[config.mk]
export PLATFORM = sky130hd
export DESIGN_NAME = dac_update_sched
export DESIGN_NICKNAME = d
export VERILOG_FILES = /design/src/rtl/dac_update_sched.sv
export SDC_FILE = /design/constraint.sdc
export NUM_CORES = 1
export LEC_CHECK = 0
export ABC_AREA = 1
export CAP_MARGIN = 25
export CORE_MARGIN = 2
export CORE_UTILIZATION = 35
export CTS_CLUSTER_DIAMETER = 40
export DETAILED_ROUTE_END_ITERATION = 7
export DONT_BUFFER_PORTS = 1
export PLACE_DENSITY = 0.59
export SYNTH_ARGS = -nofsm -noshare
export SYNTH_HDL_FRONTEND = slang
export SYNTH_SLANG_ARGS = --single-unit
export TNS_END_PERCENT = 1
[constraint.sdc]
create_clock -name Clk_100M -period 1.8 [get_ports Clk_100M]
set_input_delay 0.36 -clock Clk_100M [delete_from_list [all_inputs] [get_ports Clk_100M]]
set_output_delay 0.36 -clock Clk_100M [all_outputs]
set_load 0.02 [all_outputs]
[src/rtl/dac_update_sched.sv]
// dac_update_sched: serialises bias and amplitude words into 24-bit DAC frames.
//
// After SYS_START is seen the block sends one bias and one amplitude frame built from
// BIAS_INIT / AMP_INIT, raises Init_Done, and then serves Bias_Req / Amp_Req with a
// round-robin arbiter. Each frame is {4'b0011, 4'hC, Data[15:0]}, with C = 0 for bias
// and C = 1 for amplitude. The frame is shifted MSB first on DAC_DIN under DAC_SCLK,
// framed by DAC_SYNC_n. The frame is followed by a gap of 2*CLK_DIV cycles.
//
// Ports
//   Clk_100M    in   system clock
//   Rst_n       in   asynchronous active-low reset
//   SYS_START   in   system-start level; dropping it returns to WAIT_START after the
//                    current frame and gap
//   Bias_Req    in   bias update request, held until Bias_Ack
//   Bias_Data   in   bias word, stable while Bias_Req is high
//   Amp_Req     in   amplitude update request, held until Amp_Ack
//   Amp_Data    in   amplitude word, stable while Amp_Req is high
//   Bias_Ack    out  one-cycle grant pulse; the bias word is captured in this cycle
//   Amp_Ack     out  one-cycle grant pulse; the amplitude word is captured in this cycle
//   DAC_SYNC_n  out  frame strobe, active low
//   DAC_SCLK    out  serial clock, idles high
//   DAC_DIN     out  serial data, MSB first, changes only on SCLK falling edges
//   DAC_Busy    out  high from frame load to the end of the gap
//   Init_Done   out  high once both start-up frames have completed
module dac_update_sched #(
  parameter int unsigned CLK_DIV   = 4,
  parameter logic [15:0] BIAS_INIT = 16'h7fff,
  parameter logic [15:0] AMP_INIT  = 16'h7fff
) (
  input  logic        Clk_100M,
  input  logic        Rst_n,
  input  logic        SYS_START,
  input  logic        Bias_Req,
  input  logic [15:0] Bias_Data,
  input  logic        Amp_Req,
  input  logic [15:0] Amp_Data,
  output logic        Bias_Ack,
  output logic        Amp_Ack,
  output logic        DAC_SYNC_n,
  output logic        DAC_SCLK,
  output logic        DAC_DIN,
  output logic        DAC_Busy,
  output logic        Init_Done
);

  // Last divider count of an SCLK half-period.
  localparam logic [7:0] DivLast    = 8'(CLK_DIV - 1);
  localparam logic [4:0] FrameBits  = 5'd24;

  typedef enum logic [2:0] {
    StWaitStart,
    StInitBias,
    StInitAmp,
    StIdle,
    StLoad,
    StShift,
    StGap
  } state_e;

  // Which kind of frame is in flight; decides where the FSM goes when its gap ends.
  typedef enum logic [1:0] {
    FrNormal,
    FrInitBias,
    FrInitAmp
  } frame_kind_e;

  state_e      state_q;
  frame_kind_e kind_q;
  logic [23:0] shreg_q;
  logic [7:0]  div_q;
  logic [4:0]  bit_cnt_q;
  logic        rr_amp_q;  // 1: amplitude wins the next tie
  logic        bias_ack_q;
  logic        amp_ack_q;
  logic        sync_n_q;
  logic        sclk_q;
  logic        din_q;
  logic        busy_q;
  logic        init_done_q;

  function automatic logic [23:0] make_frame(input logic is_amp, input logic [15:0] data);
    return {4'b0011, 3'b000, is_amp, data};
  endfunction

  always_ff @(posedge Clk_100M or negedge Rst_n) begin
    if (!Rst_n) begin
      state_q     <= StWaitStart;
      kind_q      <= FrNormal;
      shreg_q     <= '0;
      div_q       <= '0;
      bit_cnt_q   <= '0;
      rr_amp_q    <= 1'b0;
      bias_ack_q  <= 1'b0;
      amp_ack_q   <= 1'b0;
      sync_n_q    <= 1'b1;
      sclk_q      <= 1'b1;
      din_q       <= 1'b0;
      busy_q      <= 1'b0;
      init_done_q <= 1'b0;
    end else begin
      // Acks are single-cycle: only the IDLE grant branch sets them.
      bias_ack_q <= 1'b0;
      amp_ack_q  <= 1'b0;

      unique case (state_q)
        StWaitStart: begin
          if (SYS_START) begin
            state_q  <= StInitBias;
            kind_q   <= FrInitBias;
            shreg_q  <= make_frame(1'b0, BIAS_INIT);
            sync_n_q <= 1'b0;
            busy_q   <= 1'b1;
          end
        end

        // Load-like cycle: the word is already in shreg_q and SYNC is low. The next
        // edge issues the first SCLK fall together with the MSB.
        StInitBias, StInitAmp, StLoad: begin
          state_q   <= StShift;
          sclk_q    <= 1'b0;
          din_q     <= shreg_q[23];
          shreg_q   <= {shreg_q[22:0], 1'b0};
          div_q     <= '0;
          bit_cnt_q <= '0;
        end

        StIdle: begin
          if (!SYS_START) begin
            state_q     <= StWaitStart;
            init_done_q <= 1'b0;
          end else if (Bias_Req && (!Amp_Req || !rr_amp_q)) begin
            state_q    <= StLoad;
            kind_q     <= FrNormal;
            bias_ack_q <= 1'b1;
            shreg_q    <= make_frame(1'b0, Bias_Data);
            sync_n_q   <= 1'b0;
            busy_q     <= 1'b1;
            rr_amp_q   <= 1'b1;
          end else if (Amp_Req) begin
            state_q   <= StLoad;
            kind_q    <= FrNormal;
            amp_ack_q <= 1'b1;
            shreg_q   <= make_frame(1'b1, Amp_Data);
            sync_n_q  <= 1'b0;
            busy_q    <= 1'b1;
            rr_amp_q  <= 1'b0;
          end
        end

        StShift: begin
          if (div_q == DivLast) begin
            div_q <= '0;
            if (!sclk_q) begin
              // Rising edge: the DAC samples the current bit.
              sclk_q    <= 1'b1;
              bit_cnt_q <= bit_cnt_q + 5'd1;
            end else if (bit_cnt_q == FrameBits) begin
              // Last high half-period done; SCLK stays high into the gap.
              state_q   <= StGap;
              sync_n_q  <= 1'b1;
              bit_cnt_q <= '0;
            end else begin
              sclk_q  <= 1'b0;
              din_q   <= shreg_q[23];
              shreg_q <= {shreg_q[22:0], 1'b0};
            end
          end else begin
            div_q <= div_q + 8'd1;
          end
        end

        // The gap is two divider periods; bit_cnt_q counts the first one so the
        // divider itself stays 8 bits wide for any legal CLK_DIV.
        StGap: begin
          if (div_q == DivLast) begin
            div_q <= '0;
            if (bit_cnt_q == 5'd0) begin
              bit_cnt_q <= 5'd1;
            end else begin
              bit_cnt_q <= '0;
              if (!SYS_START) begin
                state_q     <= StWaitStart;
                busy_q      <= 1'b0;
                init_done_q <= 1'b0;
              end else if (kind_q == FrInitBias) begin
                state_q  <= StInitAmp;
                kind_q   <= FrInitAmp;
                shreg_q  <= make_frame(1'b1, AMP_INIT);
                sync_n_q <= 1'b0;
              end else begin
                state_q <= StIdle;
                busy_q  <= 1'b0;
                if (kind_q == FrInitAmp) begin
                  init_done_q <= 1'b1;
                end
              end
            end
          end else begin
            div_q <= div_q + 8'd1;
          end
        end

        default: begin
          state_q <= StWaitStart;
        end
      endcase
    end
  end

  assign Bias_Ack   = bias_ack_q;
  assign Amp_Ack    = amp_ack_q;
  assign DAC_SYNC_n = sync_n_q;
  assign DAC_SCLK   = sclk_q;
  assign DAC_DIN    = din_q;
  assign DAC_Busy   = busy_q;
  assign Init_Done  = init_done_q;

endmodule

==> results of run 1 <==
power by group:
group / switching (mW) / internal [mW] / leakage (nW)
logic: 0.0444 / 0.0172 / 1.23
clock network: 0.396 / 0.311 / 0.0482
registers: 0 / 1.12 / 0.671
cells in the final DEF (no fill, tap or decap), types with 2 or more instances in the layout:
cell type	netlist	routed
a21oi_1	5	4
buf_12	0	5
buf_4	0	33
buf_6	2	3
clkbuf_16	0	2
clkbuf_8	0	6
dfrtp_1	48	46
dfrtp_2	0	2
dfstp_2	2	2
ha_1	3	2
inv_1	41	41
inv_2	2	2
nand2_1	154	151
nand2_2	1	2
nand2_4	0	2
nand3_1	54	54
nand3b_1	6	6
nand4_1	6	6
nor2_1	31	28
nor2_2	3	4
nor2_4	1	3
nor3_1	6	5
o211ai_1	14	14
o21ai_0	15	15
or2_2	2	2
xnor2_1	2	2
cells by family (layout without fill, tap and decap cells):
family                   count (synthesis)  after routing  share of synthesized area [%]
AO/OA/AOI/OAI                           40             40                           8.26
XOR/XNOR                                 3              3                          0.889
adder cells (fa/ha/maj)                  3              3                           1.27
buffers and inverters                   58             97                           8.21
flip-flops                              50             50                           42.4
AND/OR/NAND/NOR                        267            267                           39.0
how the worst min path moves through the flow:
stage	end	slack, ns	cells past startpoint
2_1_floorplan	Amp_Ack$_DFF_PN0_	0.06	0
3_3_place_gp	bit_cnt_q[3]$_DFFE_PN0P_	0.07	0
3_5_place_dp	bit_cnt_q[3]$_DFFE_PN0P_	0.07	0
4_1_cts	Amp_Ack$_DFF_PN0_	0.20	2
5_1_grt	Amp_Ack$_DFF_PN0_	0.21	2
6_report	Amp_Ack$_DFF_PN0_	0.20	2
per-stage QoR:
step / hold WS (ns) / utilization, %
2_1_floorplan: 0.0644 / -
3_3_place_gp: 0.0660 / 40.3
3_5_place_dp: 0.0667 / 40.3
4_1_cts: 0.200 / 42.2
5_1_grt: 0.210 / 44.4
6_report: 0.204 / 44.4
per-layer routing:
metal  global-route usage [%]  vias to the layer above  share of wire, %
met3                     3.92                        8               6.2
li1                         -                     1429                 -
met5                        0                        -                 0
met2                     27.1                       71                47
met1                     23.4                     1243                46
met4                     4.29                        0               1.3
state kept, by name, summed over array words and instances (netlist names), 2 cells and up:
name	cells
div_q	8
bit_cnt_q	5
state_q	3
kind_q	2
shreg_q	24
layout make-up:
cell class | count | area share (%)
repair buffers | 46 | 13.3
flip-flops and latches | 50 | 34.5
clock inverters | 1 | 0.137
clock buffers | 7 | 2.37
well taps | 105 | 3.60
multi-input cells | 313 | 41.7
inverters | 43 | 4.43
worst max-delay path, cell delays in order (launching register included):
cell	delay [ns]
dfrtp_1	0.42
buf_4	0.14
inv_2	0.02
nand3_1	0.11
buf_6	0.13
nor2_1	0.05
nor2_1	0.11
nand2_2	0.07
nor2_4	0.17
nand2_4	0.11
clkbuf_16	0.17
nand2_1	0.06
nand2_1	0.06
repair_timing:
item                                    in CTS  in global routing
gates resized for setup                      1                 21
pin swaps                                    1                  6
hold endpoints to repair                    50                  0
hold buffers                                 2                  0
buffers inserted                             3                  4
endpoints found under the setup margin      24                 33
cloned                                       0                  3
==> summary.md, run 1 <==
| Metric | Value |
|---|---|
| Initial cell density of the core | 36.0% |
| PwrDens | around 520 mW/mm² |
| Clock transition at the registers of the reported paths | 0.09 ns |
| Register area share after synthesis | 42.4% |
| Max-Cap Viols | 0 |
| Area growth from synthesis to layout | 23.3% |
| Layout Skew | 0.00485 ns |
| H-Tree Depth | 2 |
| Die Height | approximately 96 µm |
| Peak Freq | ~0.57 GHz |
| CTS buffer count | 5 |
| Mapped Avg Cell Area | about 7 µm² |
| I/O Buffers | 0 |
| Max-slew violation count | 0 |
| Reg-to-reg endpoint | shreg_q[23]$_DFFE_PN0P_ |
| Count leader, synth | nand2_1 |
| Die area | roughly 0.0092 mm² |
| Final net count | 499 |
| Dpl cells | 545 |
| CTS Buffer Depth | 2 |
| Critical path class | flip-flop to flip-flop |
| CP Data Arrival Time | 1.95 ns |
| Crit. Startpoint | state_q[1]$_DFFE_PN0P_ |
| Post-synthesis instance total | 421 |
| GP Congestion | roughly 0.91 |
| DP Area | about 0.0033 mm² |
| Synth top area cells | dfrtp_1 41%, nand2_1 20%, nand3_1 9.1% |
| Clock Sinks | 50 |
| Post-synth top area share | between 40% and 50% |
| Static leakage | approximately 1.9 nW |
| Vias in the first global route | 2,605 |
| Setup TNS | 0 ns |
| First-pass GRT wire length | 12.2 mm |
| Largest area contributor in the netlist | dfrtp_1 |
| RR Startpoint | state_q[1]$_DFFE_PN0P_ |
| Ys flop type | dfrtp_1 |
| Initial DRC Count | 102 |
| Hold_sp | SYS_START |
| Via-per-instance ratio | 4.87 |
| Peak supply drop | about 0.28 mV |
| Crit path max fanout | 6 |
| Gr ovfl total | 0 |
| Total GRT Usage | between 10% and 20% |
| Routed via count | 2,751 |
| RSZ-0062 raised after global routing | yes |
| Hold WC Path Type | primary input to flip-flop |
| Area of the multi-input gates | 0.00152 mm² |
| Final non-filler cell total | 565 |
| Element type at the critical path start | flip-flop |
| Most instantiated cells after synthesis | 154 x nand2_1, 54 x nand3_1, 48 x dfrtp_1, 41 x inv_1, 31 x nor2_1 |
| Pin count of the biggest net entering global routing | between 50 and 60 |
| DP Worst Slack | -0.166 ns |
| Crit path capture type | flip-flop |
| Hold Vio Cnt, Final | 0 |
| Syn Std Cell Area | just under 0.003 mm² |
| Synth Register Bits | 50 |
| IO Count | 44 |
| Register area | ~0.0013 mm² |
| Fillcell total | 818 |
| Worst setup path end | shreg_q[23]$_DFFE_PN0P_ |
| Post-Layout Inst Area | about 0.0036 mm² |
| Final setup vio count | 0 |
| Max transition margin | 78.8% |
| DIE WIDTH | 95.9 µm |
| Status | completed |
| Rows | 33 |
| Layout cells sized above 1 | ~17% |
| Final wirelength | around 7.5 mm |
| Synth warn | 0 |
| Core outline area | 0.00822 mm² |
| DR WL/cell | 13.3 µm |
| Worst skew pair latency | 0.31 ns |
| Clock root cell | clkbuf_8 |
| DRC | 0 |
| CTS tree | done |
| Hpwl dp | 5.16 mm |
| Tot Pwr | 1.89 mW |
| Worst path required time | 2.01 ns |
| Post-synth ARST share | 100% |
| Period Utilization, post-route | 96.9% |
| Initial antenna violation count | 0 |
| Number of library cell types mapped by synthesis | 31 |
| Net Count, Synth | roughly 460 |
| Router iterations before antenna repair | 5 |
| Ant. Diodes | 0 |
| Post-route ant nets | 0 |
| FF-to-FF path depth | 12 |
| Worst-Margin Slew | 0.315 ns |
| Post-layout min period | ~1.7 ns |
| EDFF count, synth | 0 |
| R2R Setup Slk | 0.06 ns |
| Setup ws final | 0.0555 ns |
(Power assumes the default switching activity.)
==> inputs of run 2 (changes only) <==
CORE_UTILIZATION = 57   (was 35)
PLACE_DENSITY = 0.83   (was 0.59)
==> run 2 against run 1 <==
Against the previous run: setup slack gained 0.022 ns; wire length fell by 12%; via count increased by 1.5%; first-iteration DRC count rose by 19%; utilization rose by 24 points; sequential power barely moved; clock power fell by 4.4%.
==> summary.md, run 2 (synthesized netlist as in run 1, its figures left out) <==
| Metric | Value |
|---|---|
| Status | completed |
| Crit path capture type | flip-flop |
| Max-slew violation count | 0 (unchanged) |
| Gr ovfl total | 0 (unchanged) |
| Core outline area | 0.00504 mm² (-39%) |
| CP Cell Sequence | inv_1, ha_1, inv_1, nor2_1, nand2_1, nand2_1, nand2_1, inv_1, nor2_2, nand2_2, buf_12, nand2_1, nand2_1 |
| Initial antenna violation count | 0 (unchanged) |
| Final core occ | 67.9% (+24 points) |
| Worst-Margin Slew | 0.613 ns (+0.298 ns) |
| DRC | 0 (unchanged) |
| Worst hold slack | 0.205 ns (+0.000897 ns) |
| Most frequent CP cell | nand2_1 |
| Clock root cell | clkbuf_8 |
| Die area | 0.00578 mm² (-37%) |
| Router iterations before antenna repair | 5 (unchanged) |
| Tot Pwr | 1.86 mW (-1.7%) |
| Global Route met3 Usage | 4.27% (+0.35 points) |
| Max reg flops | 24 (unchanged) |
| Met2 Usage GRT | 43.3% (+16 points) |
| CP Data Arrival Time | 1.92 ns (-0.03 ns) |
| Die Height | 76.0 µm (-21%) |
| Worst skew pair latency | 0.30 ns (about the same) |
| Commonest non-fill, non-tap cells in the layout | 154 x nand2_1, 53 x nand3_1, 46 x dfrtp_1 |
| GP Congestion | 0.887 (-2.0%) |
| Initial DRC Count | 121 (+19%) |
| Via-per-instance ratio | 5.36 (+10%) |
| Max-Cap Viols | 0 (unchanged) |
| Initial cell density of the core | 58.6% (+23 points) |
| Layout Skew | 0.00295 ns (-0.00190 ns) |
| Total GRT Usage | 24.1% (+7.1 points) |
| Clock transition at the registers of the reported paths | 0.09 ns (about the same) |
| Crit path max fanout | 24 (+18) |
| Static leakage | 1.84 nW (-5.2%) |
| Final wirelength | 6.61 mm (-12%) |
| Final setup vio count | 0 (unchanged) |
| Top flop regs | shreg_q: 24 flops, div_q: 8 flops, bit_cnt_q: 5 flops |
| Pin count of the biggest net entering global routing | 51 (unchanged) |
| Final net count | 490 (-1.8%) |
| Hold WC Path Type | primary input to flip-flop |
| Buffer and inverter count on the worst path | 4 (unchanged) |
| Top cell family by delay on the critical path | simple AND/OR/NAND/NOR gates |
| PwrDens | 543 mW/mm² (+4.6%) |
| IO Count | 44 (unchanged) |
| CTS buffer count | 5 (unchanged) |
| Post-route ant nets | 0 (unchanged) |
| Commonest non-fill, non-tap cell in the layout | nand2_1 |
| Met1 Use GR | 30.1% (+6.7 points) |
| Vias in the first global route | 2,688 (+3.2%) |
| Critical path class | flip-flop to flip-flop |
| Clock Sinks | 50 (unchanged) |
| Rows | 26 (-21%) |
| Peak supply drop | 0.368 mV (+31%) |
| DR WL/cell | 12.7 µm (-4.5%) |
| RSZ-0062 raised after global routing | yes |
| Area growth from synthesis to layout | 15.9% |
| Element type at the critical path start | flip-flop |
| DIE WIDTH | 76.0 µm (-21%) |
| Most flop-heavy register | shreg_q |
| Max transition margin | 59.1% (-20 points) |
| First-pass GRT wire length | 11.5 mm (-6.0%) |
| Hold Vio Cnt, Final | 0 (unchanged) |
| CTS Buffer Depth | 2 (unchanged) |
| Hpwl dp | 4.77 mm (-7.6%) |
| DP Worst Slack | -0.217 ns (-0.0516 ns) |
| H-Tree Depth | 2 (unchanged) |
| CTS tree | done |
| Period Utilization, post-route | 95.7% (-1.2 points) |
| Slowest cell on crit path | dfrtp_1 |
| DP Area | 0.00324 mm² (-2.2%) |
| CP peak stage delay | 0.40 ns (-0.02 ns) |
| Worst path required time | 2.00 ns (about the same) |
| Layout cells sized above 1 | 13.5% (-3.2 points) |
| Setup ws final | 0.0774 ns (+0.0219 ns) |
| Routed via count | 2,791 (+1.5%) |
| Ant. Diodes | 0 (unchanged) |
| Post-layout min period | 1.72 ns (-0.0219 ns) |
| Peak Freq | 0.581 GHz (+1.3%) |
| GRT busiest layer | met2 |
| I/O Buffers | 0 (unchanged) |
| Post-Layout Inst Area | 0.00343 mm² (-6.0%) |
run 2: worst paths after layout:
| check | startpoint | end | slack, ns | cells past startpoint |
|---|---|---|---|---|
| worst max-delay path | bit_cnt_q[1]$_DFFE_PN0P_ | shreg_q[20]$_DFFE_PN0P_ | 0.08 | 13 |
| max in group asynchronous | Rst_n | DAC_SCLK$_DFFE_PN1P_ | 0.94 | 2 |
| min in group asynchronous | Rst_n | div_q[7]$_DFFE_PN0P_ | 0.58 | 2 |
| worst min register to register | kind_q[0]$_DFFE_PN0P_ | kind_q[0]$_DFFE_PN0P_ | 0.48 | 2 |
| worst min-delay path | SYS_START | Amp_Ack$_DFF_PN0_ | 0.21 | 2 |
| worst max register to register | bit_cnt_q[1]$_DFFE_PN0P_ | shreg_q[20]$_DFFE_PN0P_ | 0.08 | 13 |
run 2: power breakdown:
group,internal (mW),switching [mW],total (mW)
combinational,0.0171,0.0428,0.0600
clock,0.311,0.366,0.677
sequential,1.12,0,1.12
run 2: cell type report:
class	count	area, µm²
clock buffer	7	86.3
clock inverter	1	5.00
fill	443	1620
inverter	43	165
multi-input combinational	314	1500
sequential	50	1260
tap	70	87.6
timing repair buffer	36	330
run 2: layer usage:
layer  up-vias  wire (µm)
met4         0         59
li1       1414          -
met5         -          0
met1      1302       2890
met3         5        299
met2        70       3360
run 2: per-stage QoR:
stage                     instances  setup TNS [ns]
after floorplan                 421               0
after global placement          508           -3.00
after detailed placement        508           -4.83
after CTS                       521               0
after global routing            521           -1.36
final                           521               0
run 2: what timing repair did:
item	4_1_cts	5_1_grt
setup buffers	2	0
hold buffers	2	0
endpoints found under the hold margin	50	0
pin swaps	1	0
gates cloned	1	0
endpoints found under the setup margin	25	36
resized for setup	2	8
==> inputs of run 3 (changes only) <==
CORE_UTILIZATION = 63   (was 57)
PLACE_DENSITY = 0.87   (was 0.83)
clock period = 1.7 ns   (was 1.8 ns; I/O delays follow)
==> run 3 against run 2 <==
Against the previous run: the run now ends with negative setup slack left; sequential power grew 6%; wire length grew 20%; via count grew 7.0%; die area shrank 9.0%; design area grew 3.2%; combinational power grew 12%; first-iteration DRC count grew to 3.4 times the previous value.
==> summary.md, run 3 (synthesized netlist as in run 1, its figures left out) <==
| Metric | Value |
|---|---|
| Status | complete, but fails checks |
| Worst-Margin Slew | 0.630 ns (+0.0161 ns) |
| Met2 Usage GRT | 41.2% (-2.1 points) |
| CP Cell Sequence | nor2_1, nand2_1, nor3b_4, o21ai_0, nand3_1, nand2_1 |
| Pin count of the biggest net entering global routing | 51 (unchanged) |
| Setup ws final | -0.0713 ns (-0.149 ns) |
| Period Utilization, post-route | 104% (+8.5 points) |
| Max transition margin | 58.0% (-1.1 points) |
| DIE WIDTH | 72.5 µm (-4.6%) |
| Slowest cell on crit path | nor3b_4 |
| Post-layout min period | 1.77 ns (+0.0487 ns) |
| Crit path capture type | flip-flop |
| Global Route met3 Usage | 5.14% (+0.87 points) |
| Die Height | 72.5 µm (-4.6%) |
| Max-Cap Viols | 0 (unchanged) |
| First-pass GRT wire length | 11.4 mm (-1.1%) |
| GP Congestion | 0.956 (+7.8%) |
| Routed via count | 2,985 (+7.0%) |
| Dpl cells | 486 (-4.3%) |
| Hold Vio Cnt, Final | 0 (unchanged) |
| I/O Buffers | 0 (unchanged) |
| Worst skew pair latency | 0.31 ns (about the same) |
| Total GRT Usage | 27.2% (+3.1 points) |
| CP Data Arrival Time | 1.98 ns (+0.06 ns) |
| Vias in the first global route | 2,586 (-3.8%) |
| Clock root cell | clkbuf_8 |
| Tot Pwr | 2.00 mW (+7.7%) |
| Final net count | 491 (+0.20%) |
| Initial cell density of the core | 66.5% (+7.9 points) |
| PwrDens | 566 mW/mm² (+4.3%) |
| Via-per-instance ratio | 5.92 (+11%) |
| Layout Skew | 0.0106 ns (+0.00768 ns) |
| Hpwl dp | 4.78 mm (+0.17%) |
| Element type at the critical path start | flip-flop |
| Peak supply drop | 0.342 mV (-7.0%) |
| GRT busiest layer | met2 |
| Reg-to-reg endpoint | shreg_q[0]$_DFFE_PN0P_ |
| Critical path class | flip-flop to flip-flop |
| Hold_sp | SYS_START |
| IO Count | 44 (unchanged) |
| DRC | 0 (unchanged) |
| Layout cells sized above 1 | 17.3% (+3.7 points) |
| Top flop regs | shreg_q: 24 flops, div_q: 8 flops, bit_cnt_q: 5 flops |
| Worst path required time | 1.91 ns (-0.09 ns) |
| Max-slew violation count | 0 (unchanged) |
| Crit path max fanout | 15 (-38%) |
| Final non-filler cell total | 504 (-3.3%) |
| CTS Buffer Depth | 2 (unchanged) |
| Area growth from synthesis to layout | 19.6% |
| Peak Freq | 0.565 GHz (-2.8%) |
| Final setup vio count | 25 (+25) |
| Gr ovfl total | 0 (unchanged) |
| Final wirelength | 7.91 mm (+20%) |
| Fillcell total | 298 (-33%) |
| CTS buffer count | 5 (unchanged) |
| Ant. Diodes | 0 (unchanged) |
| H-Tree Depth | 2 (unchanged) |
| DR WL/cell | 15.7 µm (+24%) |
| Initial DRC Count | 413 (+240%) |
| Initial antenna violation count | 0 (unchanged) |
| Hold WC Path Type | primary input to flip-flop |
| Max reg flops | 24 (unchanged) |
| Die area | 0.00525 mm² (-9.0%) |
| Commonest non-fill, non-tap cell in the layout | nand2_1 |
| Static leakage | 1.91 nW (+3.7%) |
| CP peak stage delay | 0.58 ns (+0.18 ns) |
| RR Startpoint | state_q[1]$_DFFE_PN0P_ |
| Clock Sinks | 50 (unchanged) |
| Commonest non-fill, non-tap cells in the layout | 146 x nand2_1, 52 x nand3_1, 48 x dfrtp_1 |
| Clock transition at the registers of the reported paths | 0.10 ns (about the same) |
| R2R Setup Slk | -0.07 ns (-0.15 ns) |
| Most frequent CP cell | nand2_1 |
| Post-route ant nets | 0 (unchanged) |
| Core outline area | 0.00444 mm² (-12%) |
| Rows | 24 (-7.7%) |
| Hold path cells | 2 (unchanged) |
| CTS tree | done |
| Hold endpoint | Bias_Ack$_DFF_PN0_ |
| Most flop-heavy register | shreg_q |
| Failing checks | negative setup slack |
| Met1 Use GR | 40.3% (+10 points) |
| FF-to-FF path depth | 6 (-7) |
| Router iterations before antenna repair | 7 (+2) |
| RSZ-0062 raised after global routing | yes |
## run 3: cell types whose count changed in the layout (fill, tap and decap cells not counted), sizes merged
cell / change
buf: -2
clkbuf: +1
inv: +1
nand2: +2
nor2: -1
## run 3: worst max-delay path: cells and delay by family (launching register included)
| kind | cells | cell delay [ns] |
|---|---|---|
| DFF | 1 | 0.41 |
| AOI/OAI and AO/OA | 1 | 0.26 |
| and+or+nand+nor | 5 | 1.01 |
## run 3: layer usage
metal	vias to the layer above	wire, µm
met1	1383	3480
met3	18	622
met2	160	3690
li1	1424	-
met4	0	122
met5	-	0
## run 3: metrics by stage
step | hold slack [ns] | setup TNS (ns) | instance area [µm²] | setup WS, ns | utilization (%)
finish | 0.189 | -0.958 | 3530 | -0.0713 | 79.5
global route | 0.184 | -3.87 | 3530 | -0.170 | 79.5
CTS | 0.186 | 0 | 3310 | 0.00268 | 74.5
detailed placement | 0.0456 | -1.45 | 3160 | -0.131 | 71.1
global placement | 0.0455 | -0.961 | 3160 | -0.0811 | 71.1
floorplan | 0.0444 | 0 | 2960 | 0.0657 | -
## run 3: area by class of cell
cell class	instances	area [µm²]	share of cell area [%]
well taps	52	65.1	1.84
flip-flops and latches	50	1250	35.5
clock inverters	2	12.5	0.354
repair buffers	36	389	11.0
inverters	43	161	4.57
clock buffers	6	82.6	2.34
multi-input cells	315	1570	44.4
## run 3: worst max-delay path by stage
stage	from	cells past startpoint	to
2_1_floorplan	div_q[0]$_DFFE_PN0P_	11	shreg_q[23]$_DFFE_PN0P_
3_3_place_gp	state_q[0]$_DFFE_PN0P_	6	shreg_q[0]$_DFFE_PN0P_
3_5_place_dp	state_q[0]$_DFFE_PN0P_	6	shreg_q[0]$_DFFE_PN0P_
4_1_cts	div_q[0]$_DFFE_PN0P_	10	shreg_q[10]$_DFFE_PN0P_
5_1_grt	kind_q[1]$_DFFE_PN0P_	9	DAC_SYNC_n$_DFFE_PN1P_
6_report	state_q[1]$_DFFE_PN0P_	6	shreg_q[0]$_DFFE_PN0P_
## run 3: power by group
part           switching [mW]  internal [mW]
Clock                   0.418          0.328
Sequential                  0           1.19
Combinational          0.0492         0.0181
Total                   0.467           1.53
## run 3: repair_timing
item	in CTS	in global routing
hold buffers	2	0
gates resized for setup	4	29
setup buffers	0	3
pin swaps	0	14
gates cloned	0	5
hold endpoints to repair	50	0
endpoints found under the setup margin	25	37
